$ cat src/rtl/alu_sequencer_pkg.sv
// Shared codes for the ALU sequencer: opcodes, function codes, conditions,
// PSR flag positions, FSM state encoding and the small decode helpers.
package alu_sequencer_pkg;

    typedef enum logic [1:0] {
        ST_IDLE = 2'd0,
        ST_READ = 2'd1,
        ST_EXEC = 2'd2,
        ST_WB   = 2'd3
    } state_t;

    localparam logic [3:0] OP_REG0  = 4'b0000;
    localparam logic [3:0] OP_ANDI  = 4'b0001;
    localparam logic [3:0] OP_ORI   = 4'b0010;
    localparam logic [3:0] OP_XORI  = 4'b0011;
    localparam logic [3:0] OP_REG4  = 4'b0100;
    localparam logic [3:0] OP_ADDI  = 4'b0101;
    localparam logic [3:0] OP_ADDUI = 4'b0110;
    localparam logic [3:0] OP_ADDCI = 4'b0111;
    localparam logic [3:0] OP_REG8  = 4'b1000;
    localparam logic [3:0] OP_SUBI  = 4'b1001;
    localparam logic [3:0] OP_SUBCI = 4'b1010;
    localparam logic [3:0] OP_CMPI  = 4'b1011;
    localparam logic [3:0] OP_BCOND = 4'b1100;
    localparam logic [3:0] OP_MOVI  = 4'b1101;
    localparam logic [3:0] OP_MULI  = 4'b1110;
    localparam logic [3:0] OP_LUI   = 4'b1111;

    localparam logic [3:0] FN_ADD   = 4'b0101;
    localparam logic [3:0] FN_ADDU  = 4'b0110;
    localparam logic [3:0] FN_ADDC  = 4'b0111;
    localparam logic [3:0] FN_LOAD  = 4'b1000;
    localparam logic [3:0] FN_SUB   = 4'b1001;
    localparam logic [3:0] FN_SUBC  = 4'b1010;
    localparam logic [3:0] FN_CMP   = 4'b1011;
    localparam logic [3:0] FN_JCOND = 4'b1100;

    localparam logic [3:0] COND_EQ  = 4'b0000;
    localparam logic [3:0] COND_NE  = 4'b0001;
    localparam logic [3:0] COND_UC  = 4'b1110;

    localparam int FLAG_N = 0;
    localparam int FLAG_Z = 1;
    localparam int FLAG_F = 2;
    localparam int FLAG_L = 3;
    localparam int FLAG_C = 4;

    function automatic logic is_illegal(input logic [3:0] oper, input logic [3:0] func);
        logic ill;
        ill = 1'b0;
        case (oper)
            OP_REG0: ill = (func == 4'b0000) || (func == 4'b1000) || (func == 4'b1100);
            OP_REG4: ill = (func != FN_LOAD) && (func != FN_JCOND);
            OP_REG8: ill = !((func <= 4'b0100) || (func == 4'b0110));
            default: ill = 1'b0;
        endcase
        return ill;
    endfunction

    function automatic logic is_sext_op(input logic [3:0] oper);
        return (oper == OP_ADDI) || (oper == OP_SUBI) || (oper == OP_SUBCI) ||
               (oper == OP_CMPI) || (oper == OP_BCOND) || (oper == OP_MULI);
    endfunction

    function automatic logic updates_psr(input logic [3:0] oper, input logic [3:0] func);
        logic [3:0] code;
        code = (oper == OP_REG0) ? func : oper;
        return (code == 4'b0101) || (code == 4'b0110) || (code == 4'b0111) ||
               (code == 4'b1001) || (code == 4'b1010) || (code == 4'b1011);
    endfunction

endpackage

$ cat src/rtl/regfile16x16.sv
// 16 x 16-bit register file: one write port, three combinational read ports.
module regfile16x16 (
    input  logic        clk,
    input  logic        rst_n,
    input  logic        we,
    input  logic [3:0]  waddr,
    input  logic [15:0] wdata,
    input  logic [3:0]  rd_addr,
    output logic [15:0] rd_data,
    input  logic [3:0]  rs_addr,
    output logic [15:0] rs_data,
    input  logic [3:0]  dbg_addr,
    output logic [15:0] dbg_data
);

    logic [15:0] mem [16];

    always_ff @(posedge clk or negedge rst_n) begin
        if (!rst_n) begin
            for (int i = 0; i < 16; i++) mem[i] <= '0;
        end else if (we) begin
            mem[waddr] <= wdata;
        end
    end

    assign rd_data  = mem[rd_addr];
    assign rs_data  = mem[rs_addr];
    assign dbg_data = mem[dbg_addr];

endmodule

$ cat src/rtl/alu_sequencer.sv
// Four-phase instruction sequencer (IDLE/READ/EXEC/WB) driving an external ALU;
// owns the register file, PC and PSR.
module alu_sequencer (
    input  logic        clk,
    input  logic        rst_n,
    input  logic        instr_valid,
    input  logic [15:0] instr,
    output logic        instr_ready,
    output logic [15:0] alu_dst,
    output logic [15:0] alu_src,
    output logic [3:0]  alu_oper,
    output logic [3:0]  alu_func,
    output logic [3:0]  alu_cond,
    output logic        alu_sign_ext_imm,
    output logic [4:0]  alu_psr,
    input  logic [15:0] alu_result,
    input  logic [4:0]  alu_flags,
    output logic [15:0] pc,
    output logic [4:0]  psr,
    output logic        done,
    output logic        illegal,
    input  logic [3:0]  dbg_addr,
    output logic [15:0] dbg_data
);
    import alu_sequencer_pkg::*;

    state_t      state;
    logic [15:0] instr_q;
    logic [15:0] result_q;
    logic [4:0]  flags_q;

    logic [3:0]  oper, rd, func, rs;
    logic [7:0]  imm8;
    logic [15:0] rd_data, rs_data, imm16, pc_inc;
    logic [15:0] dst_nxt, src_nxt;
    logic [3:0]  func_nxt;
    logic        sext_nxt;
    logic        reg_form, is_bcond, is_jcond, is_branch, ill, no_write, psr_upd, we;

    assign oper = instr_q[15:12];
    assign rd   = instr_q[11:8];
    assign func = instr_q[7:4];
    assign rs   = instr_q[3:0];
    assign imm8 = instr_q[7:0];

    assign pc_inc    = pc + 16'd1;
    assign reg_form  = (oper == OP_REG0) || (oper == OP_REG4) || (oper == OP_REG8);
    assign is_bcond  = (oper == OP_BCOND);
    assign is_jcond  = (oper == OP_REG4) && (func == FN_JCOND);
    assign is_branch = is_bcond || is_jcond;
    assign ill       = is_illegal(oper, func);
    assign imm16     = is_sext_op(oper) ? {{8{imm8[7]}}, imm8} : {8'h00, imm8};

    // Compare ops only set flags; branches retarget pc instead of writing a register.
    assign no_write = is_branch || ill || (oper == OP_CMPI) ||
                      ((oper == OP_REG0) && (func == FN_CMP));
    assign psr_upd  = updates_psr(oper, func) && !ill;
    assign we       = (state == ST_WB) && !no_write;

    assign instr_ready = (state == ST_IDLE);

    always_comb begin
        dst_nxt  = rd_data;
        src_nxt  = rs_data;
        func_nxt = func;
        sext_nxt = 1'b0;
        if (!reg_form) begin
            src_nxt  = imm16;
            func_nxt = 4'd0;
            sext_nxt = is_sext_op(oper);
        end
        if (is_bcond) dst_nxt = pc;
        if (is_jcond) dst_nxt = pc_inc;
    end

    regfile16x16 u_regfile (
        .clk      (clk),
        .rst_n    (rst_n),
        .we       (we),
        .waddr    (rd),
        .wdata    (result_q),
        .rd_addr  (rd),
        .rd_data  (rd_data),
        .rs_addr  (rs),
        .rs_data  (rs_data),
        .dbg_addr (dbg_addr),
        .dbg_data (dbg_data)
    );

    // Instruction and ALU return are plain data holding registers; no reset needed.
    always_ff @(posedge clk) begin
        if (state == ST_IDLE && instr_valid) instr_q <= instr;
        if (state == ST_EXEC) begin
            result_q <= alu_result;
            flags_q  <= alu_flags;
        end
    end

    always_ff @(posedge clk or negedge rst_n) begin
        if (!rst_n) begin
            state            <= ST_IDLE;
            pc               <= '0;
            psr              <= '0;
            done             <= 1'b0;
            illegal          <= 1'b0;
            alu_dst          <= '0;
            alu_src          <= '0;
            alu_oper         <= '0;
            alu_func         <= '0;
            alu_cond         <= '0;
            alu_sign_ext_imm <= 1'b0;
            alu_psr          <= '0;
        end else begin
            done    <= 1'b0;
            illegal <= 1'b0;
            case (state)
                ST_IDLE: begin
                    if (instr_valid) state <= ST_READ;
                end
                ST_READ: begin
                    alu_dst          <= dst_nxt;
                    alu_src          <= src_nxt;
                    alu_oper         <= oper;
                    alu_func         <= func_nxt;
                    alu_cond         <= rd;
                    alu_sign_ext_imm <= sext_nxt;
                    alu_psr          <= psr;
                    state            <= ST_EXEC;
                end
                ST_EXEC: begin
                    done    <= 1'b1;
                    illegal <= ill;
                    state   <= ST_WB;
                end
                ST_WB: begin
                    pc <= (is_branch && !ill) ? result_q : pc_inc;
                    if (psr_upd) psr <= flags_q;
                    state <= ST_IDLE;
                end
                default: state <= ST_IDLE;
            endcase
        end
    end

endmodule

$ cat config.mk
export PLATFORM = sky130hd
export DESIGN_NAME = alu_sequencer
export DESIGN_NICKNAME = d
export VERILOG_FILES = /design/src/rtl/alu_sequencer_pkg.sv /design/src/rtl/regfile16x16.sv /design/src/rtl/alu_sequencer.sv
export SDC_FILE = /design/constraint.sdc
export NUM_CORES = 1
export LEC_CHECK = 0
export BUFFER_PORTS_ARGS = -buffer_cell sky130_fd_sc_hd__buf_2
export CAP_MARGIN = 40
export CELL_PAD_IN_SITES_DETAIL_PLACEMENT = 0
export CELL_PAD_IN_SITES_GLOBAL_PLACEMENT = 1
export CORE_UTILIZATION = 52
export DETAILED_ROUTE_END_ITERATION = 10
export PLACE_DENSITY = 0.92
export SLEW_MARGIN = 20
export SYNTH_ARGS = -nofsm -noshare
export SYNTH_HDL_FRONTEND = slang
export SYNTH_SLANG_ARGS = --single-unit
$ cat constraint.sdc
create_clock -name clk -period 5.1 [get_ports clk]
set_input_delay 1.53 -clock clk [delete_from_list [all_inputs] [get_ports clk]]
set_output_delay 1.53 -clock clk [all_outputs]
set_load 0.03 [all_outputs]
-- Word-level counts from Yosys, hierarchy flattened
Cells that the tools add are included.
- reductions and logical operators: 34
- bitwise logic cells: 3
- add/sub/neg operators: 1
- magnitude comparators: 5
- equality and inequality tests: 24
- mux-type cells: 25
- operators with widths (cell ; number):
    256-bit bitwise mux ; 1
    16-bit binary-select mux with 4-bit select ; 3
    16-bit two-way mux ; 12
    16-bit demux with 4-bit select ; 1
    4-bit equality test, second input constant ; 12
    4-bit by 3-bit equality test with 1-bit output, second input constant ; 6
    1-bit logical OR ; 19
    16-bit by 1-bit adder with 16-bit output, second input constant ; 1
    5-bit greater-or-equal comparator, second input constant ; 3
    4-bit NOT with 5-bit output ; 3
    1-bit logical AND ; 8
    4-bit zero test ; 2
    4-bit two-way mux ; 2
    4-bit inequality test, second input constant ; 2
    2-bit case mux with 4 select lines ; 1
    5-bit by 1-bit less-than comparator with 1-bit output, second input constant ; 1
    2-bit equality test, second input constant ; 2
    4-bit by 3-bit <= comparator with 1-bit output, second input constant ; 1
    1-bit zero test ; 3
    1-bit two-way mux ; 3
    1-bit case mux with 3 select lines ; 1
    2-bit by 1-bit equality test with 1-bit output, second input constant ; 1
    2-bit zero test ; 1
    2-bit two-way mux ; 1
    2 further kinds ; 2
- register bits after elaboration: 368
- word-level logic and storage cells: 123
- output and inout port bits: 90
- input port bits: 44

-- Longest topological paths before layout
- depth after elaboration: 10
- gate-level depth with buffers: 8
- mapped depth without buffers: 6

-- Modules after synthesis
Synthesis repeated with hierarchy kept, for this count alone.
- cells, all modules: 1444
- area, all modules: 20393.3 um^2
- modules (own cells, without submodules) (module ; cells each ; seq. area each (um^2) ; area an instance (um^2) ; instances):
    regfile16x16 ; 985 ; 6406.1 ; 15162.0 ; 1
    alu_sequencer ; 459 ; 2987.9 ; 5231.3 ; 1

-- Worst setup path before layout
OpenSTA, ideal clock, no wires.
- kind: in2out
- start point: in dbg_addr[0]
- end point: out dbg_data[10]
- data arrival time: 3.413 ns
- stages: 4
- required time: 3.570 ns
- path slack: 0.157 ns
- cell sequence: buf_2 -> buf_1 -> mux4_2 -> mux4_2
- cells in the longest elaborated chain, start to end: 4
- ends and longest elaborated chain (item ; line ; RTL):
    start: declaration ; alu_sequencer.sv:22 ; input logic [3:0] dbg_addr,
    4-bit NOT with 5-bit output (not written as such) ; regfile16x16.sv:28 ; assign dbg_data = mem[dbg_addr];
    16-bit binary-select mux with 4-bit select ; regfile16x16.sv:28 ;
    16-bit two-way mux (not written as such) (2 in series) ; regfile16x16.sv:28 ;
    end: declaration ; alu_sequencer.sv:23 ; output logic [15:0] dbg_data
Every way passes these cells. The select of a mux whose other input is x is not followed.

-- Worst setup path after layout
- start point: in dbg_addr[0]
- end point: out dbg_data[14]
The elaborated chain is that of the path after synthesis.

==> flow_metrics.py <==
metrics = {
    "status": {
        "status": "finished, final reports clean",
    },
    "yosys": {
        "synthTopCellsByArea": "dfrtp_1 40%, mux4_2 22%, mux2_2 13%",
        "ys_top_cells_by_count": "331 x dfrtp_1, 237 x mux2_2, 207 x mux4_2",
        "yosysWarnings": 0,
        "yosysTopAreaCell": "dfrtp_1",
        "synth_most_common_cell": "dfrtp_1",
        "ys.flop_type": "dfrtp_1",
        "async_reset_ff_frac": 0.899,
        "syn_area_mm2": 0.0209,
        "seq_area_frac_synth": 0.450,
        "syn_inst": 1413,
        "synth_edf_count": 37,
        "ys_types": 61,
        "postSynthAreaPerCell_um2": 14.8,
        "yosysTopAreaCellShare": 0.397,
        "ys_seq_elements": 368,
        "synth_fp_nets": 1462,
    },
    "hold_path": {
        "hp-class": "flip-flop to flip-flop",
    },
    "detailed_routing": {
        "vias": 14400,
        "drt-met1-wl_um": 23200,
        "wl_met3_um": 5680,
        "drt.antenna.violating_nets": 0,
        "drt_pre_antenna_iters": 6,
        "viasPerCell": 6.99,
        "drc": 0,
        "drt_iter0_drc": 1408,
        "avgRoutedWirePerCell_um": 29.4,
        "top_layer": "met5",
        "routed_wl_um": 60600,
        "dr_wl_met2_um": 28400,
    },
    "die": {
        "ioPinCount": 134,
        "rows": 73,
        "die_area_mm2": 0.0410,
        "die_h_um": 202,
        "die_x_um": 202,
        "initial_core_util": 0.527,
        "core_mm2": 0.0396,
    },
    "clock_network": {
        "clock-root-buffer": "clkbuf_16",
        "htreeDepth": 2,
        "clockBufferDepth": 3,
        "cts-resized-gates": 0,
        "cts_tree": "done",
        "postCtsHoldBufs": 0,
        "clock_sinks": 368,
        "clk_pin_slew_ps": 60,
        "cts_buffers": 40,
        "postCtsSetupBuffers": 0,
        "clk_latency_ps": 560,
    },
    "sta": {
        "tightest_slew_ps": 1010,
        "drv_slew": 0,
        "min_period_ps": 4800,
        "max_slew_margin": 0.326,
        "setup_tns_ps": 0,
        "setup_slack_ps": 303,
        "setup_viol": 0,
        "grt_setup_unrepaired": "false",
        "fin_worst_skew_ps": 39.1,
        "period_share": 0.941,
        "hold_viol_final": 0,
        "clock.fmax_mhz": 208,
    },
    "worst_setup_path": {
        "cp_cell_sequence": "buf_4, buf_12, mux4_2, mux4_2, buf_2",
        "required_ps": 3570,
        "crit_type": "primary input to output pin",
        "cpMostUsedCell": "mux4_2",
        "critPathMaxStageDelay_ps": 560,
        "end_kind": "output pin",
        "worst_setup_path_start_kind": "primary input",
        "slowest_stage": "mux4_2",
        "cp_max_fo": 36,
        "cp.arrival_ps": 3270,
    },
    "power_and_ir_drop": {
        "p_sw_mw": 5.51,
        "combPwrFrac": 0.391,
        "swShare": 0.378,
        "peakVddDrop_uv": 430,
        "seqPwrFrac": 0.404,
        "power_frac_clock": 0.205,
        "p_leak_nw": 10.1,
        "powerDensity_mw_per_mm2": 623,
        "power.internal_mw": 9.09,
    },
    "global_route": {
        "grt-ovfl-total": 0,
        "grt_max_degree": 125,
        "antenna_found_initial": 0,
        "grt_pass1_vias": 14600,
        "gr-usage-all-layers": 0.301,
        "grt_pass1_wl_um": 92600,
    },
    "placement": {
        "finalWeightedCongestion": 0.912,
        "port_buffers": 133,
        "placed_area_mm2": 0.0220,
        "detailed_place_hpwl_um": 39000,
        "dp_slack_ps": 311,
    },
    "layout": {
        "area_delta_synth_final_pct": 12.3,
        "finalInstanceArea_mm2": 0.0235,
        "drive_gt1_frac": 0.495,
        "multi_input_area_mm2": 0.0108,
        "num-fill-cells": 3045,
        "num-nets-final": 1553,
        "final-seq-area_mm2": 0.00939,
    },
    "run": {
        "timing.max_cap.violations": 0,
    },
}
## cells by family (layout without fill, tap and decap cells)
kind of cell             count (synthesis)  in the layout  share of synthesized area
XOR/XNOR                                 4              4                    0.00168
multiplexers                           523            523                      0.401
adder cells (fa/ha/maj)                  5              5                    0.00300
AND/OR/NAND/NOR                        184            184                     0.0525
flip-flops                             368            368                      0.450
AO/OA/AOI/OAI                          185            185                     0.0582
other                                    0              1                          0
buffers and inverters                  144            267                     0.0339
## power groups by stage
stage / Combinational (mW) / Sequential, mW / Clock, mW
finish: 5.71 / 5.90 / 2.99
global route: 6.04 / 6.06 / 3.13
CTS: 5.69 / 5.83 / 3.00
detailed placement: 5.65 / 5.86 / 0
global placement: 5.46 / 5.77 / 0
floorplan: 3.95 / 5.73 / 0
## worst max-delay path, delay by kind of cell
kind                   cells  cell delay (ps)
buffers and inverters      3              600
muxes                      2             1100
## registers in the layout, indices dropped and copies added (netlist names)
signal,cells
done,1
illegal,1
psr,5
alu_func,4
alu_sign_ext_imm,1
result_q,16
alu_oper,4
flags_q,5
state,2
alu_cond,4
alu_dst,16
instr_q,16
u_regfile.mem,256
pc,16
alu_psr,5
alu_src,16
## per-stage QoR
stage	cells	hold slack [ps]	utilization	power [mW]
CTS	2058	480	0.590	14.5
global placement	1979	457	0.554	11.2
global route	2061	494	0.592	15.2
floorplan	1413	454	-	9.68
detailed placement	1984	467	0.556	11.5
finish	2062	477	0.592	14.6
## per-layer routing
metal,vias up,GRT usage
met4,2,0.148
met3,185,0.0679
met5,-,0.0262
met2,899,0.457
li1,5781,-
met1,7537,0.409
## area by class of cell
cell class	count	share of cell area
inverter	10	0.00160
sequential	368	0.401
clock inverter	11	0.00486
multi-input combinational	901	0.461
timing repair buffer	183	0.0512
clock buffer	63	0.0529
tap	525	0.0280
antenna	1	0.000107
## final timing paths
check	startpoint	slack [ps]	endpoint	depth (start not counted)
max	dbg_addr[0]	300	dbg_data[14]	5
min	flags_q[3]$_DFFE_PP_	480	psr[3]$_DFFE_PN0P_	1
max reg2reg	instr_q[15]$_DFFE_PP_	1640	u_regfile.mem[79]$_DFFE_PN0P_	6
min reg2reg	flags_q[3]$_DFFE_PP_	480	psr[3]$_DFFE_PN0P_	1
max in group asynchronous	rst_n	2880	u_regfile.mem[79]$_DFFE_PN0P_	2
min in group asynchronous	rst_n	1110	alu_psr[3]$_DFFE_PN0N_	1
## cells in the final DEF, fill, tap and decap left out, types with 37 or more instances in the layout
cell type / instances
o21ai_0: 38
dfrtp_1: 331
buf_2: 132
nor2_1: 56
edfxtp_1: 37
buf_4: 38
clkbuf_16: 42
nand2_1: 44
mux2_4: 50
mux2_2: 237
mux4_2: 207
a21oi_1: 43
(Power assumes the default switching activity.)
